<file path="config.mk">
export PLATFORM = sky130hd
export DESIGN_NAME = vld_tap_delay
export DESIGN_NICKNAME = d
export VERILOG_FILES = /design/src/rtl/vld_tap_delay_pkg.sv /design/src/rtl/vld_tap_delay_mux.sv /design/src/rtl/vld_tap_delay.sv
export SDC_FILE = /design/constraint.sdc
export NUM_CORES = 1
export LEC_CHECK = 0
export ABC_CLOCK_PERIOD_IN_PS = 38700
export BUFFER_PORTS_ARGS = -buffer_cell sky130_fd_sc_hd__buf_2
export CAP_MARGIN = 30
export CORE_UTILIZATION = 35
export CTS_CLUSTER_DIAMETER = 60
export CTS_CLUSTER_SIZE = 12
export DETAILED_ROUTE_END_ITERATION = 16
export PLACE_DENSITY = 0.59
export SETUP_SLACK_MARGIN = 0.2
export SLEW_MARGIN = 20
export SYNTH_ARGS = -nofsm -noshare
export SYNTH_HDL_FRONTEND = slang
export SYNTH_HIERARCHICAL = 1
export SYNTH_SLANG_ARGS = --single-unit
</file>
<file path="constraint.sdc">
create_clock -name clk -period 38.7 [get_ports clk]
set_input_delay 9.675 -clock clk [delete_from_list [all_inputs] [get_ports clk]]
set_output_delay 9.675 -clock clk [all_outputs]
set_load 0.01 [all_outputs]
</file>
<file path="src/rtl/vld_tap_delay_pkg.sv">
// -----------------------------------------------------------------------------
// vld_tap_delay_pkg
//   Shared definitions for the selectable-tap valid delay line.
//   - Default geometry of the delay line.
//   - vld_clog2 : constant-foldable ceil(log2(n)), used to size the
//                 delay-select and fill-count fields.
//   - vld_clamp : limits a requested delay to the physical chain depth.
// -----------------------------------------------------------------------------
package vld_tap_delay_pkg;

    localparam int VLD_DEF_WIDTH     = 8;
    localparam int VLD_DEF_MAX_DEPTH = 32;

    // ceil(log2(value)); returns 0 for value <= 1.
    function automatic int vld_clog2(input int value);
        int result;
        int rem;
        result = 0;
        rem    = value - 1;
        while (rem > 0) begin
            result = result + 1;
            rem    = rem >> 1;
        end
        return result;
    endfunction

    // min(dly, max_depth)
    function automatic int unsigned vld_clamp(input int unsigned dly,
                                              input int unsigned max_depth);
        return (dly > max_depth) ? max_depth : dly;
    endfunction

endpackage : vld_tap_delay_pkg

</file>
<file path="src/rtl/vld_tap_delay_mux.sv">
// -----------------------------------------------------------------------------
// vld_tap_delay_mux
//   Combinational tap selector for the delay chain.
//   sel_i = 0       -> bypass_i
//   sel_i = N       -> stage N-1 of the flattened chain (1 <= N <= DEPTH)
//   sel_i > DEPTH   -> bypass_i; the parent clamps the select, so this
//                      branch is unreachable in normal use.
//
// Ports
//   stages_i  in   W*DEPTH  flattened chain, stage k at [k*W +: W]
//   sel_i     in   SELW     tap select
//   bypass_i  in   W        word returned for sel_i = 0
//   tap_o     out  W        selected word
// -----------------------------------------------------------------------------
module vld_tap_delay_mux
    import vld_tap_delay_pkg::*;
#(
    parameter  int W     = VLD_DEF_WIDTH + 1,
    parameter  int DEPTH = VLD_DEF_MAX_DEPTH,
    localparam int SELW  = vld_clog2(DEPTH + 1)
) (
    input  logic [W*DEPTH-1:0] stages_i,
    input  logic [SELW-1:0]    sel_i,
    input  logic [W-1:0]       bypass_i,
    output logic [W-1:0]       tap_o
);

    always_comb begin
        tap_o = bypass_i;
        for (int i = 0; i < DEPTH; i++) begin
            if (sel_i == SELW'(i + 1)) begin
                tap_o = stages_i[i*W +: W];
            end
        end
    end

endmodule : vld_tap_delay_mux

</file>
<file path="src/rtl/vld_tap_delay.sv">
// -----------------------------------------------------------------------------
// vld_tap_delay
//   Run-time selectable delay line for a WIDTH-bit word plus its valid flag.
//   The chain advances only on enabled cycles, so latency is counted in
//   enabled shifts rather than clocks. A fill counter tracks how many shifts
//   have occurred since the last reset, flush or delay change; the output
//   valid is suppressed until enough fresh shifts have filled the selected
//   tap, so no word captured under an older configuration is flagged valid.
//
// Ports
//   clk       in   1      rising-edge clock
//   rst_n     in   1      synchronous reset, active low
//   en        in   1      shift enable
//   flush     in   1      clear all valids and the fill count (beats en)
//   dly       in   DW     requested delay, clamped to MAX_DEPTH
//   din       in   WIDTH  input word
//   din_vld   in   1      input valid
//   dout      out  WIDTH  word from the selected tap (din when dly = 0)
//   dout_vld  out  1      tap valid qualified by primed
//   primed    out  1      enough enabled shifts since the last clear event
//
// Parameters
//   RESET_DATA = 0 leaves the data stages without reset so they can map onto
//   shift-register primitives; only the valid chain is cleared.
// -----------------------------------------------------------------------------
module vld_tap_delay
    import vld_tap_delay_pkg::*;
#(
    parameter  int WIDTH      = VLD_DEF_WIDTH,
    parameter  int MAX_DEPTH  = VLD_DEF_MAX_DEPTH,
    parameter  int RESET_DATA = 0,
    localparam int DW         = vld_clog2(MAX_DEPTH + 1)
) (
    input  logic             clk,
    input  logic             rst_n,
    input  logic             en,
    input  logic             flush,
    input  logic [DW-1:0]    dly,
    input  logic [WIDTH-1:0] din,
    input  logic             din_vld,
    output logic [WIDTH-1:0] dout,
    output logic             dout_vld,
    output logic             primed
);

    localparam int            SW      = WIDTH + 1;
    localparam logic [DW-1:0] MAX_DLY = DW'(MAX_DEPTH);

    logic [WIDTH-1:0]        data_q [MAX_DEPTH];
    logic [MAX_DEPTH-1:0]    vld_q;
    logic [MAX_DEPTH-1:0]    vld_d;
    logic [DW-1:0]           fill_q;
    logic [DW-1:0]           fill_d;
    logic [DW-1:0]           dly_q;
    logic [DW-1:0]           dly_c;
    logic                    shift;
    logic                    dly_chg;
    logic [SW*MAX_DEPTH-1:0] stages_flat;
    logic [SW-1:0]           tap;

    // flush wins over en: nothing is captured in a flush cycle.
    assign shift   = en & ~flush;
    assign dly_chg = (dly != dly_q);
    assign dly_c   = DW'(vld_clamp(32'(dly), MAX_DEPTH));

    // ------------------------------------------------------------------
    // Valid chain
    // ------------------------------------------------------------------
    always_comb begin
        vld_d = vld_q;
        if (flush) begin
            vld_d = '0;
        end else if (en) begin
            vld_d[0] = din_vld;
            for (int i = 1; i < MAX_DEPTH; i++) begin
                vld_d[i] = vld_q[i-1];
            end
        end
    end

    always_ff @(posedge clk) begin
        if (!rst_n) begin
            vld_q <= '0;
        end else begin
            vld_q <= vld_d;
        end
    end

    // ------------------------------------------------------------------
    // Data chain
    // ------------------------------------------------------------------
    if (RESET_DATA != 0) begin : g_data_rst
        always_ff @(posedge clk) begin
            if (!rst_n) begin
                for (int i = 0; i < MAX_DEPTH; i++) begin
                    data_q[i] <= '0;
                end
            end else if (shift) begin
                data_q[0] <= din;
                for (int i = 1; i < MAX_DEPTH; i++) begin
                    data_q[i] <= data_q[i-1];
                end
            end
        end
    end else begin : g_data_nrst
        // No reset term so the chain stays a plain enabled shift register.
        always_ff @(posedge clk) begin
            if (shift) begin
                data_q[0] <= din;
                for (int i = 1; i < MAX_DEPTH; i++) begin
                    data_q[i] <= data_q[i-1];
                end
            end
        end
    end

    // ------------------------------------------------------------------
    // Fill counter and registered delay
    // ------------------------------------------------------------------
    // On a delay change the count restarts, but the shift happening in that
    // same cycle already belongs to the new configuration: its word is the
    // first one that may later be presented as valid, so it is counted.
    always_comb begin
        fill_d = fill_q;
        if (flush) begin
            fill_d = '0;
        end else if (dly_chg) begin
            fill_d = en ? DW'(1) : '0;
        end else if (en && (fill_q < MAX_DLY)) begin
            fill_d = fill_q + DW'(1);
        end
    end

    always_ff @(posedge clk) begin
        if (!rst_n) begin
            fill_q <= '0;
            dly_q  <= '0;
        end else begin
            fill_q <= fill_d;
            dly_q  <= dly;
        end
    end

    // ------------------------------------------------------------------
    // Tap selection and output qualification
    // ------------------------------------------------------------------
    for (genvar g = 0; g < MAX_DEPTH; g++) begin : g_flat
        assign stages_flat[g*SW +: SW] = {vld_q[g], data_q[g]};
    end

    vld_tap_delay_mux #(
        .W     (SW),
        .DEPTH (MAX_DEPTH)
    ) u_tap_mux (
        .stages_i (stages_flat),
        .sel_i    (dly_c),
        .bypass_i ({din_vld, din}),
        .tap_o    (tap)
    );

    // In the cycle a new delay is presented, fill_q still reflects the old
    // configuration, so primed is held low until the register catches up.
    always_comb begin
        primed = 1'b1;
        if (dly_c != '0) begin
            primed = !dly_chg && (fill_q >= dly_c);
        end
    end

    assign dout     = tap[WIDTH-1:0];
    assign dout_vld = tap[SW-1] & primed;

endmodule : vld_tap_delay
</file>
Yosys cells after proc, flatten, opt, wreduce, memory -nomap -nowiden
Memories as Yosys holds them, arrays and structs flattened.
Index checks and enable logic that the tools add are counted.

operators by class
  order comparisons = 3
  eq/ne operators = 33
  bitwise logic cells = 4
  add/sub/neg operators = 1
  reductions and logical operators = 6
  multiplexer cells = 39

operators with widths
  operator                                              count
  two-way mux 9 bit                                     32
  == test 6 x 5 -> 1 bit, second input constant         16
  == test 6 x 4 -> 1 bit, second input constant         8
  == test 6 x 3 -> 1 bit, second input constant         4
  two-way mux 6 bit                                     3
  == test 6 x 2 -> 1 bit, second input constant         2
  adder 6 x 1 -> 6 bit, second input constant           1
  == test 6 x 1 -> 1 bit, second input constant         1
  == test 6 bit, second input constant                  1
  greater-or-equal comparator 6 bit                     1
  greater-than comparator 6 bit, second input constant  1
  less-than comparator 6 bit, second input constant     1
  != test 6 bit                                         1
  nonzero test 6 bit                                    1
  two-way mux 1 bit                                     4
  AND 1 bit                                             2
  logical AND 1 bit                                     2
  inverter 1 bit                                        2
  nonzero test 2 bit                                    1
  OR reduction 2 bit                                    1
  logical NOT 1 bit                                     1

storage, ports and cells
  RAM bits = 256
  bits in registers = 44
  word-level logic and storage cells = 90
  memories = 1
  input bits = 19
  output and inout port bits = 10

memories
  name    words  width  rd ports  clocked after memory_dff  write ports  RTL line             RTL
  data_q  32     8      32        0                         32           vld_tap_delay.sv:49  logic [WIDTH-1:0] data_q [MAX_DEPTH];

Logic depth before layout (Yosys ltp)
  word-level depth = 36
  depth in mapped cells = 14
  mapped depth without buffers = 10

Cells and area by module
Netlist, hierarchy kept.

by module, submodules not included
  module             instances  area an instance (um2)  seq. area each (um2)  cells each
  vld_tap_delay      1          9511.6                  8568.2                442
  vld_tap_delay_mux  1          3743.6                  0.0                   580

Worst setup path before layout
No wires, ideal clock.

  path type = input to register
  from = input port en
  to = memory data_q[0][0] (netlist bit) (enable)
  cell stages on the path = 3
  path slack = 16418 ps
  library setup time = 912 ps
  path buffers = 2
  data required time = 37788 ps
  arrival = 21370 ps
  path through = buf_2 buf_2 nor2b_1

RTL lines
  element          RTL line             RTL
  start, declared  vld_tap_delay.sv:36  input logic en,
  end, declared    vld_tap_delay.sv:49

Worst setup path after layout
  from = input port dly[5]
  to = output port dout[0]

between the ends
  longest elaborated chain between the ends = 35
  elaborated cells on any way between the ends = 66
  those cells by class = order compare (1); eq/ne (32); mux (33)

RTL lines
  element                           RTL line                 RTL
  start, declared                   vld_tap_delay.sv:38      input logic [DW-1:0] dly,
  greater-than comparator 6 bit *   vld_tap_delay_pkg.sv:30  return (dly > max_depth) ? max_depth : dly;
  two-way mux 6 bit *               vld_tap_delay_pkg.sv:30
  net dly_c[0]                      vld_tap_delay.sv:55      logic [DW-1:0] dly_c;
  == test 6 x 1 -> 1 bit            vld_tap_delay_mux.sv:31  if (sel_i == SELW'(i + 1)) begin
  two-way mux 9 bit (31 in series)  vld_tap_delay_mux.sv:31
  two-way mux 9 bit *               vld_tap_delay_mux.sv:31
  end, declared                     vld_tap_delay.sv:41      output logic [WIDTH-1:0] dout,

The timed path passes the listed nets; every way through them passes the cells marked *.

==> impl.org <==
** Outcome
- The run finished with clean final reports.

** Floorplan
- Std-Cell Core Area :: roughly 37,000 um^2
- Die height :: 197 um
- Count of pins on the block boundary :: 29
- The initialized floorplan defines 70 standard-cell rows.
- Starting density of the core :: 35.9%
- The floorplan step defined a die boundary enclosing 38,700 um^2.
- X dimension of the die :: 197 um

** Timing
- Of the available clock period, the critical path in the final layout requires 60.2%.
- Setup repair after global routing left no endpoint under its margin.
- Final hold violation count :: 0
- For the pin with the worst max-slew slack, the measured transition is 0.963 ns.
- Shortest clock period the worst path allows after layout :: 23.31 ns
- Highest attainable clock frequency :: 42.9 MHz
- Setup violations remaining at the end of the flow were counted as 0.
- Final number of max-transition violations :: 0
- On the final layout, the worst hold slack is 0.438 ns.
- Post-Route Skew :: 0.0148 ns
- Setup total negative slack on the finished layout was measured at 0 ns.
- Normalized max-slew margin :: 35.5%

** Finish
- In the final layout, the share of cells above drive strength 1 is roughly an eighth.
- Net count, final :: 1,049
- Leading cell type in the layout, fill and taps excluded :: edfxtp_1
- In the final layout, the multi-input gates occupy between 4000 and 5000 um^2.
- Fill cell instance count of the final layout :: about 3,500
- Summing all non-filler instances in the final layout gives an area of 14,800 um^2.
- Cells fill around two fifths of the core in the end.
- The sequential cells in the finished layout cover a total of 8570 um^2.
- Synth-to-layout area growth :: 11.8%
- Number of antenna diodes :: 0
- Commonest cells after routing, fill and taps aside :: edfxtp_1, nor2_1, mux2i_1, a21oi_1, nand2_1

** Worst setup path
- In this run the critical register-to-register path is launched from dly_q[5]$_SDFF_PN0_.
- On the worst path, the slowest cell contributes a delay of 0.72 ns.
- Critical Setup Path Class :: input port to output pin
- STA classifies the critical path endpoint as an output pin.
- Data on the critical path is required at its endpoint by 29.02 ns.
- On the critical path, the stage with the largest delay is an instance of buf_4.
- CP Max Fanout :: 52
- Reg2Reg Depth :: 4
- In this run the critical register-to-register path is captured at fill_q[5]$_SDFFE_PP0P_.
- For flop-to-flop paths, the worst setup slack is roughly 37 ns.
- In this run the worst setup path begins at dly[5].
- The critical path goes through buf_2 -> and2b_4 -> buf_4 -> nor2_1 -> and4b_1 -> nor4_1 -> o21ai_0 -> o21ai_0 -> buf_2.
- The worst setup path is launched from an input port.
- Endpoint of the most critical setup path :: dout[0]
- For the worst setup path, the data arrival time is 13.64 ns.

** Synthesis
- In this run, distinct cell masters in the synthesized netlist total between 70 and 80.
- For this run, asynchronously set or reset flops after synthesis account for 0%.
- Most used flip-flop cell after synthesis :: edfxtp_1
- Synthesis handed over a netlist of 1,022 instances.
- Number of synthesized flops with an enable pin :: 256
- Top cells by area, synth :: edfxtp_1, dfxtp_1, mux2i_1
- During synthesis, Yosys emitted a total of 6 warnings.
- Largest area contributor in the synthesized netlist :: edfxtp_1
- Of the post-synthesis cell area, the dominant cell type holds between 50% and 60%.
- In this run, synthesis produced a sequential element count of 300.
- Synth Area per Inst :: 13.0 um^2
- The cell area that synthesis handed to floorplanning was roughly 13,000 um^2.
- The number of nets handed over by synthesis was 1,048.
- Of the synthesized area, sequential elements account for 64.6%.

** Route
- The first detailed-routing pass ran for 6 iterations.
- Number of nets with antenna violations after detailed routing :: 0
- Detailed Route WL :: roughly 33 mm
- Across all layers, the routed design uses slightly below 9,000 vias.
- Average wire per cell in the routed design :: 21.3 um
- DR DRC count :: 0
- Initial detailed-routing violation count :: 854
- Dividing the detail-routed via count by the number of cells gives 5.59.

** Clocking
- Maximum clock insertion buffer count :: 3
- The number of hold buffers added after CTS was 0.
- After clock tree synthesis, the clock-pin slew on the worst setup and hold paths is 0.06 ns.
- Gates resized during post-CTS repair numbered 0.
- Root cell of the clock tree :: clkbuf_16
- Clock insertion delay at the later pin of the skew report :: 0.55 ns
- The number of clock buffers added by TritonCTS is 30.
- The clock drives 300 sinks.
- In this run the post-CTS setup repair buffer count came out at 0.
- In this run the number of H-tree levels came out at 1.
- CTS tree :: done

** Global routing
- Global routing consumed, over all layers together, 17.0% of the routing resources.
- The number of antenna violations at the first check in global routing came to 0.
- Summed over all layers, the global routing overflow is 0.
- First-pass GRT wire length :: 50.8 mm
- Via count of the first global-routing pass :: 8,197
- Maximum number of pins on one net before global-route repair :: about 60

** Place
- Detailed placement finished with a half-perimeter wire length of between 20 and 25 mm.
- At the end of routability-driven placement, the weighted congestion stood at ~0.85.
- During placement, the flow inserted port buffers numbering 28.
- Area post-placement :: 13,900 um^2

** Job
- Max-cap violations :: 0

** Pwr
- Power per unit of standard cell area :: between 40 and 50 nW/um^2
- Leak pwr :: between 4 and 5 nW
- Worst supply voltage drop on vdd :: roughly 0.033 mV
- The design draws 698 uW.

** Worst hold path
- Hold Path Class :: flip-flop to flip-flop
[power by group]
part           switching (mW)  internal, mW  total [mW]
registers             0.00564         0.362       0.368
clock network           0.121         0.158       0.279
logic                  0.0344        0.0174      0.0518
total                   0.161         0.538       0.698
[routing by layer]
layer / global-route usage, % / part of all wire (%)
met1: 25.0 / 45
met2: 26.1 / 45
met3: 2.43 / 7.4
met4: 4.45 / 2.3
met5: 0 / 0
[worst min path at each step]
stage / slack (ns) / endpoint / cells past startpoint / startpoint
after floorplan: 0.42 / data_q[0][11]$_DFFE_PP_ / 0 / data_q[0][3]$_DFFE_PP_
after global placement: 0.42 / data_q[1][61]$_DFFE_PP_ / 0 / data_q[1][53]$_DFFE_PP_
after detailed placement: 0.43 / data_q[0][91]$_DFFE_PP_ / 0 / data_q[0][83]$_DFFE_PP_
after CTS: 0.44 / data_q[0][26]$_DFFE_PP_ / 0 / data_q[0][18]$_DFFE_PP_
after global routing: 0.44 / data_q[1][1]$_DFFE_PP_ / 0 / data_q[0][121]$_DFFE_PP_
final: 0.44 / data_q[1][11]$_DFFE_PP_ / 0 / data_q[1][3]$_DFFE_PP_
[per-stage QoR]
stage,worst slack (ns),std cells
after global placement,15.34,1491
final,15.39,1551
after detailed placement,15.43,1494
after floorplan,16.42,1022
after CTS,15.41,1550
after global routing,15.23,1551
[state kept, by name (all words and copies together) (netlist names)]
signal,count
data_q,256
vld_q,32
dly_q,6
fill_q,6
[cell usage after synthesis, types with 4 or more instances]
cell       count
a22o_1         8
mux2i_1       67
mux4_2         6
dfxtp_1       44
o221ai_1       9
o22ai_1       26
a21oi_1       65
a22oi_1        8
nand2b_1      14
buf_1          6
a21o_1         6
and2_1         8
nand3_1       20
o21a_1         4
o2bb2ai_1      4
inv_1         16
o2111ai_1      4
buf_2         35
nor2b_1       12
clkbuf_1      34
ha_1           7
a221oi_1      10
a31oi_1       10
a2bb2oi_1      9
o211ai_1      10
xnor2_1        6
nor3_1        21
nor2_1        86
edfxtp_1     256
a211oi_1      10
o21ai_0       51
mux2_2        15
nand2_1       53
[cells by family after synthesis]
kind of cell | share of synthesized area, %
multiplexers | 7.35
AO/OA/AOI/OAI | 14.0
flip-flops | 64.6
buffers and inverters | 3.04
XOR/XNOR | 0.529
AND/OR/NAND/NOR | 9.77
adder cells (fa/ha/maj) | 0.661
[layout make-up]
cell class	count	share of cell area, %
Clock buffer	51	5.83
Clock inverter	5	0.380
Inverter	16	0.414
Multi-Input combinational cell	629	29.0
Sequential cell	300	57.8
Tap cell	504	4.26
Timing Repair Buffer	46	2.26
[critical path: cells and delay by family]
| family | cells | cell delay [ns] |
|---|---|---|
| and+or+nand+nor | 4 | 2.29 |
| buffers and inverters | 3 | 1.15 |
| AOI/OAI and AO/OA | 2 | 0.47 |
Power figures use the tool's default switching activity.
